--- config.mk ---
export PLATFORM = sky130hd
export DESIGN_NAME = ifetch
export DESIGN_NICKNAME = d
export VERILOG_FILES = /design/src/rtl/ifetch_pkg.sv /design/src/rtl/ifetch_perf.sv /design/src/rtl/ifetch.sv
export SDC_FILE = /design/constraint.sdc
export NUM_CORES = 1
export LEC_CHECK = 0
export CAP_MARGIN = 40
export CORE_ASPECT_RATIO = 0.5
export CORE_MARGIN = 5
export CORE_UTILIZATION = 30
export DETAILED_ROUTE_END_ITERATION = 8
export PLACE_DENSITY = 0.89
export SKIP_LAST_GASP = 1
export SYNTH_ARGS = -nofsm -noshare
export SYNTH_HDL_FRONTEND = slang
export SYNTH_SLANG_ARGS = --single-unit
--- constraint.sdc ---
create_clock -name clk -period 3.1 [get_ports clk]
set_input_delay 0.465 -clock clk [delete_from_list [all_inputs] [get_ports clk]]
set_output_delay 0.465 -clock clk [all_outputs]
set_load 0.02 [all_outputs]
--- src/rtl/ifetch_pkg.sv ---
// ifetch_pkg
// Shared definitions for the instruction fetch stage:
//   state_e              fetch FSM state encoding (FILL / RUN / HALT)
//   DEFAULT_RESET_VECTOR IP loaded on reset when the top is not overridden
//   PERF_WIDTH           width of the optional performance counters
package ifetch_pkg;

  typedef enum logic [1:0] {
    ST_FILL = 2'd0,
    ST_RUN  = 2'd1,
    ST_HALT = 2'd2
  } state_e;

  localparam int unsigned DEFAULT_RESET_VECTOR = 0;
  localparam int unsigned PERF_WIDTH           = 32;

endpackage

--- src/rtl/ifetch_perf.sv ---
// ifetch_perf
// Retired-instruction and decode-stall counters for the fetch stage.
// Both counters wrap naturally at 2^PERF_WIDTH and clear on rst.
// Ports:
//   clk          in   clock, rising edge
//   rst          in   synchronous active-high reset
//   retire       in   an instruction was accepted by decode this cycle
//   stall        in   instr_valid && !instr_ready this cycle
//   perf_retired out  retired instruction count
//   perf_stall   out  stalled cycle count
module ifetch_perf
  import ifetch_pkg::*;
(
  input  logic                  clk,
  input  logic                  rst,
  input  logic                  retire,
  input  logic                  stall,
  output logic [PERF_WIDTH-1:0] perf_retired,
  output logic [PERF_WIDTH-1:0] perf_stall
);

  logic [PERF_WIDTH-1:0] retired_q, retired_d;
  logic [PERF_WIDTH-1:0] stall_q, stall_d;

  always_comb begin
    retired_d = retired_q + PERF_WIDTH'(retire);
    stall_d   = stall_q + PERF_WIDTH'(stall);
  end

  always_ff @(posedge clk) begin
    if (rst) begin
      retired_q <= '0;
      stall_q   <= '0;
    end else begin
      retired_q <= retired_d;
      stall_q   <= stall_d;
    end
  end

  assign perf_retired = retired_q;
  assign perf_stall   = stall_q;

endmodule

--- src/rtl/ifetch.sv ---
// ifetch
// Instruction fetch stage. Owns the IP register, drives a synchronous-read
// instruction memory and presents {ip, instr} to decode. The next IP comes
// back combinationally from ip_comb (ip_next), so sequential flow, branches
// and vector entries all run at one instruction per cycle.
//
// state | meaning
// ------+-----------------------------------------------------------------
// FILL  | memory read of ip in flight, nothing valid yet (after reset/halt)
// RUN   | instr/ip valid to decode; advance on accept, hold on stall
// HALT  | fetch stopped, waits for halt_req to drop, then refills
//
// Ports:
//   clk, rst        clock and synchronous active-high reset
//   ip              current IP, feeds ip_comb
//   ip_next         next IP from ip_comb (sequential or branch target)
//   imem_addr       memory read address (combinational)
//   imem_en         memory read enable; rdata valid next cycle, held when 0
//   imem_rdata      memory read data
//   instr           instruction at ip (straight from imem_rdata)
//   instr_valid     instr/ip valid for decode
//   instr_ready     decode accepts instr this cycle
//   halt_req        level; stop at the next instruction boundary
//   halted          high while in HALT
//   vec_valid       level; enter vec_addr at the next instruction boundary
//   vec_addr        vector target
//   vec_ack         one-cycle pulse when the vector is taken
//   vec_ret         return address (ip_next), meaningful with vec_ack
//   perf_retired    retired instruction count (0 unless IFETCH_PERF_EN)
//   perf_stall      cycles with instr_valid && !instr_ready (0 unless IFETCH_PERF_EN)
//
// Build option: define IFETCH_PERF_EN to instantiate the performance
// counters; otherwise both perf outputs are tied to zero.
module ifetch
  import ifetch_pkg::*;
#(
  parameter int unsigned              IADDR_WIDTH  = 10,
  parameter int unsigned              INSTR_WIDTH  = 16,
  parameter logic [IADDR_WIDTH-1:0]   RESET_VECTOR = IADDR_WIDTH'(DEFAULT_RESET_VECTOR)
) (
  input  logic                   clk,
  input  logic                   rst,
  output logic [IADDR_WIDTH-1:0] ip,
  input  logic [IADDR_WIDTH-1:0] ip_next,
  output logic [IADDR_WIDTH-1:0] imem_addr,
  output logic                   imem_en,
  input  logic [INSTR_WIDTH-1:0] imem_rdata,
  output logic [INSTR_WIDTH-1:0] instr,
  output logic                   instr_valid,
  input  logic                   instr_ready,
  input  logic                   halt_req,
  output logic                   halted,
  input  logic                   vec_valid,
  input  logic [IADDR_WIDTH-1:0] vec_addr,
  output logic                   vec_ack,
  output logic [IADDR_WIDTH-1:0] vec_ret,
  output logic [PERF_WIDTH-1:0]  perf_retired,
  output logic [PERF_WIDTH-1:0]  perf_stall
);

  state_e                 state_q, state_d;
  logic [IADDR_WIDTH-1:0] ip_q, ip_d;
  logic [IADDR_WIDTH-1:0] target;

  // A vector wins over the ip_comb result; both only matter on accept.
  assign target = vec_valid ? vec_addr : ip_next;

  always_comb begin
    state_d     = state_q;
    ip_d        = ip_q;
    imem_en     = 1'b0;
    imem_addr   = ip_q;
    instr_valid = 1'b0;
    halted      = 1'b0;
    vec_ack     = 1'b0;

    unique case (state_q)
      ST_FILL: begin
        imem_en = 1'b1;
        state_d = ST_RUN;
      end

      ST_RUN: begin
        instr_valid = 1'b1;
        if (instr_ready) begin
          // Read the next instruction in the same cycle it is decided, so
          // taken branches and vectors cost no bubble.
          ip_d      = target;
          imem_addr = target;
          vec_ack   = vec_valid;
          if (halt_req) begin
            state_d = ST_HALT;
          end else begin
            imem_en = 1'b1;
          end
        end
        // Stalled: imem_en stays low so the memory holds the current word.
      end

      ST_HALT: begin
        halted = 1'b1;
        if (!halt_req) begin
          state_d = ST_FILL;
        end
      end

      default: begin
        state_d = ST_FILL;
      end
    endcase
  end

  always_ff @(posedge clk) begin
    if (rst) begin
      state_q <= ST_FILL;
      ip_q    <= RESET_VECTOR;
    end else begin
      state_q <= state_d;
      ip_q    <= ip_d;
    end
  end

  assign ip      = ip_q;
  assign instr   = imem_rdata;
  assign vec_ret = ip_next;

`ifdef IFETCH_PERF_EN
  logic accept;
  logic stall;

  assign accept = instr_valid && instr_ready;
  assign stall  = instr_valid && !instr_ready;

  ifetch_perf u_perf (
    .clk          (clk),
    .rst          (rst),
    .retire       (accept),
    .stall        (stall),
    .perf_retired (perf_retired),
    .perf_stall   (perf_stall)
  );
`else
  assign perf_retired = '0;
  assign perf_stall   = '0;
`endif

endmodule

Word level (Yosys, flattened, before mapping)
Cells that the tools add are included.
- output and inout port bits: 114
- bits in registers: 12
- muxes and demuxes: 14
- eq/ne operators: 5
- reductions and logical operators: 2
- operators with widths (operator ; number):
    10-bit two-way mux ; 3
    1-bit two-way mux ; 6
    2-bit two-way mux ; 3
    2-bit != test (second input constant) ; 3
    2-bit one-hot mux with 3 select lines ; 1
    3-bit AND reduction ; 1
    2-bit by 1-bit == test with 1-bit output (second input constant) ; 1
    2-bit == test (second input constant) ; 1
    2-bit logical NOT ; 1
    1-bit one-hot mux with 2 select lines ; 1

Depth between registers and ports, before layout
Gate-level depths: netlist (run 1).
- depth after elaboration: 3
- mapped depth: 5
- mapped depth without buffers: 3

Least setup slack after synthesis (run 1)
OpenSTA, ideal clock, no wires.
- path type: input-to-output
- start: in instr_ready
- end: out imem_addr[8]
- stages on the path: 5
- arrival time: 1.277 ns
- data required time: 2.635 ns
- buffers on the path: 2
- slack: 1.358 ns
- cells stage by stage: and3b_1 buf_6 buf_8 nor2_1 a21oi_1
- cells in the longest elaborated chain, start to end: 2
- RTL lines (what ; line ; RTL):
    start, declared ; ifetch.sv:50 ; input logic instr_ready,
    10-bit two-way mux ; ifetch.sv:85 ; if (instr_ready) begin
    10-bit two-way mux ; n/a ;
    end, declared ; ifetch.sv:45 ; output logic [IADDR_WIDTH-1:0] imem_addr,
Every way passes these cells.

Worst setup path in the final report (run 1)
- start: in instr_ready
- end: out imem_addr[3]
Same word-level chain as after synthesis.

==> flow_metrics.env, run 1 <==
export IMPL_status="complete, no violations"
export IMPL_dp_slack_ps=349
export IMPL_worstPathRequired_ps=2630
export IMPL_grt_start_max_net_pins=20
export IMPL_drt_iter0_markers=33
export IMPL_ys_seq_elements=12
export IMPL_layout_drive_gt1_share_pct=11.1
export IMPL_dpl_cell_count=243
export IMPL_ys_types=21
export IMPL_die_h_um=57.5
export IMPL_coreArea_mm2=0.00438
export IMPL_dr_pass1_iters=4
export IMPL_post_synth_cell_area_avg_um2=8.57
export IMPL_p_per_area_mw_per_mm2=375
export IMPL_yosysWarnings=0
export IMPL_overflow=0
export IMPL_start_util_pct=30.9
export IMPL_p_leak_nw=0.714
export IMPL_crit_chain="clkdlybuf4s50_1 > and3b_1 > buf_4 > nor2_2 > a21oi_1 > clkdlybuf4s50_1"
export IMPL_worstSetupPathType="input port to primary output"
export IMPL_yosysSeqAreaShare_pct=17.7
export IMPL_die_w_um=105
export IMPL_grt_usage_pct=8.62
export IMPL_holdWs_ps=490
export IMPL_crit_arrival_ps=2280
export IMPL_cts_root_buffer="clkbuf_8"
export IMPL_clock_sinks=12
export IMPL_synth_most_common_cell="buf_4"
export IMPL_vias=915
export IMPL_path_common_cell="clkdlybuf4s50_1"
export IMPL_fmax_ghz=0.364
export IMPL_vias_per_cell=3.72
export IMPL_fill_cells=432
export IMPL_diodes=0
export IMPL_drt_drc_violations_left=0
export IMPL_tns_ps=0
export IMPL_clock_path_buffers=2
export IMPL_wl_per_cell_um=12.0
export IMPL_drt_total_wl_um=2950
export IMPL_rows=17
export IMPL_peakVddDrop_v=0.000124
export IMPL_portBuffers=58
export IMPL_maxSlewViolCount=0
export IMPL_dp_hpwl_um=2620
export IMPL_layout_nets=232
export IMPL_synth_ff_type="dfxtp_1"
export IMPL_cts_max_level=1
export IMPL_post_cts_buffers=0
export IMPL_insertion_delay_ps=230
export IMPL_cts_hold_buf=0
export IMPL_ant_nets=0
export IMPL_setup_viol_count_final=0
export IMPL_synth_area_leaders="buf_4 (50%), dfxtp_1 (18%), a211oi_2 (7.4%), mux2i_1 (7.4%), a21oi_1 (4.1%)"
export IMPL_synth_area_leader_cell="buf_4"
export IMPL_async_reset_ff_share_pct=0
export IMPL_syn2layout_area_growth_pct=16.6
export IMPL_hold_viol_final=0
export IMPL_synth_area_mm2=0.00135
export IMPL_grt_pass1_vias=921
export IMPL_clkTransAtPathRegs_ps=50
export IMPL_multiInputGateArea_um2=619
export IMPL_cpPeakStageDelay_ps=620
export IMPL_place_gp_congestion=0.723
export IMPL_cp_end_kind="primary output"
export IMPL_cpMaxStageDelayCell="clkdlybuf4s50_1"
export IMPL_syn_inst=158
export IMPL_synth_edf_count=0
export IMPL_cts_resized=0
export IMPL_timing_slew_headroom_pct=58.9
export IMPL_finClkSkew_ps=1.67
export IMPL_cts_made_buffers=3
export IMPL_cp_max_fo=19
export IMPL_seq_area_um2=240
export IMPL_rsz0062_at_grt="false"
export IMPL_io_pins=155
export IMPL_antenna_found_initial=0
export IMPL_cts_tree="done"
export IMPL_finalCritPeriodShare_pct=88.6
export IMPL_drv_cap=0
export IMPL_fin_crit_ps=2750
export IMPL_tightest_slew_ps=615
export IMPL_dieArea_mm2=0.00604
export IMPL_setup_slack_ps=353
export IMPL_ys_top_cells_by_count="buf_4 (90), dfxtp_1 (12), a21oi_1 (11)"
export IMPL_stdcell_count=246
export IMPL_cp_start_kind="input port"
export IMPL_grt_pass1_wl_um=4200
export IMPL_synth_top_cell_area_share_pct=49.9
export IMPL_hold_path_class="flop to flop"
-- metrics by stage --
stage | power, mW | area, um2 | util (%)
after floorplan | 0.452 | 1590 | -
after global placement | 0.453 | 1540 | 35.1
after detailed placement | 0.459 | 1540 | 35.1
after CTS | 0.598 | 1580 | 36.0
after global routing | 0.625 | 1580 | 36.0
final | 0.593 | 1580 | 36.0
-- registers in the layout, summed over array words and instances, names as in the netlist --
| register | count |
|---|---|
| state_q | 2 |
| ip | 10 |
-- layout make-up --
class / instances / share of cell area, %
clock buffer: 3 / 2.61
inverter: 1 / 0.238
multi-input combinational: 112 / 39.2
sequential: 12 / 15.2
tap: 57 / 4.52
timing repair buffer: 61 / 38.2
-- placed cells by master (no fill, tap or decap) --
cell	instances
conb_1	64
and2_1	1
and3b_1	1
a211oi_1	2
nor2_1	3
a21oi_1	11
nor2b_1	1
o211a_1	1
a311oi_1	1
and2b_1	1
inv_1	1
dfxtp_1	12
clkbuf_8	3
buf_4	3
mux2i_1	10
nor2_2	7
nand2b_1	1
a211oi_2	8
clkdlybuf4s50_1	58
-- final timing paths --
kind | start | to | slack [ps] | depth (start not counted)
worst max-delay path | instr_ready | imem_addr[3] | 350 | 6
worst min-delay path | state_q[1]$_SDFFE_PP0P_ | state_q[0]$_SDFFE_PP0P_ | 490 | 1
worst max register to register | state_q[0]$_SDFFE_PP0P_ | ip[0]$_SDFF_PP0_ | 1880 | 4
worst min register to register | state_q[1]$_SDFFE_PP0P_ | state_q[0]$_SDFFE_PP0P_ | 490 | 1
-- critical path: cells and delay by family --
kind	cells	cell delay, ps
AOI/OAI and AO/OA	1	140
buffers and inverters	3	1390
and+or+nand+nor	2	280
-- routing by layer --
| metal | vias up | global-route usage, % | share of wire, % | wire [um] |
|---|---|---|---|---|
| met5 | - | 0 | 0 | 0 |
| met4 | 0 | 4.37 | 2.3 | 67 |
| met3 | 10 | 2.82 | 7.9 | 233 |
| met2 | 57 | 19.3 | 63 | 1870 |
| met1 | 420 | 6.34 | 26 | 780 |
| li1 | 428 | - | - | - |
-- cells by family (layout without fill, tap and decap cells) --
| group | count (synthesis) | after routing | synth area share (%) |
|---|---|---|---|
| buf+inv | 97 | 65 | 54.0 |
| compound gates | 23 | 23 | 14.0 |
| other cells | 1 | 64 | 0.277 |
| mux | 10 | 10 | 7.39 |
| flops | 12 | 12 | 17.7 |
| simple gates | 15 | 15 | 6.66 |
-- power by group --
group          total (mW)  internal (mW)  leakage, nW  switching (mW)
logic               0.283          0.109        0.594           0.174
clock network       0.137         0.0852       0.0216          0.0515
registers           0.173          0.166       0.0989         0.00773
Power figures use the tool's default switching activity.
==> inputs of run 2 (changes only) <==
CTS_CLUSTER_SIZE = 20   (was not set)
HOLD_SLACK_MARGIN = 0.12   (was not set)
SKIP_LAST_GASP = not set   (was 1)
==> results of run 2 <==
No change in the layout: final DEF, timing and power equal those of run 1.
==> inputs of run 3 (changes only) <==
HOLD_SLACK_MARGIN = 0.02   (was 0.12)
==> results of run 3 <==
No change in the layout: final DEF, timing and power equal those of run 1.
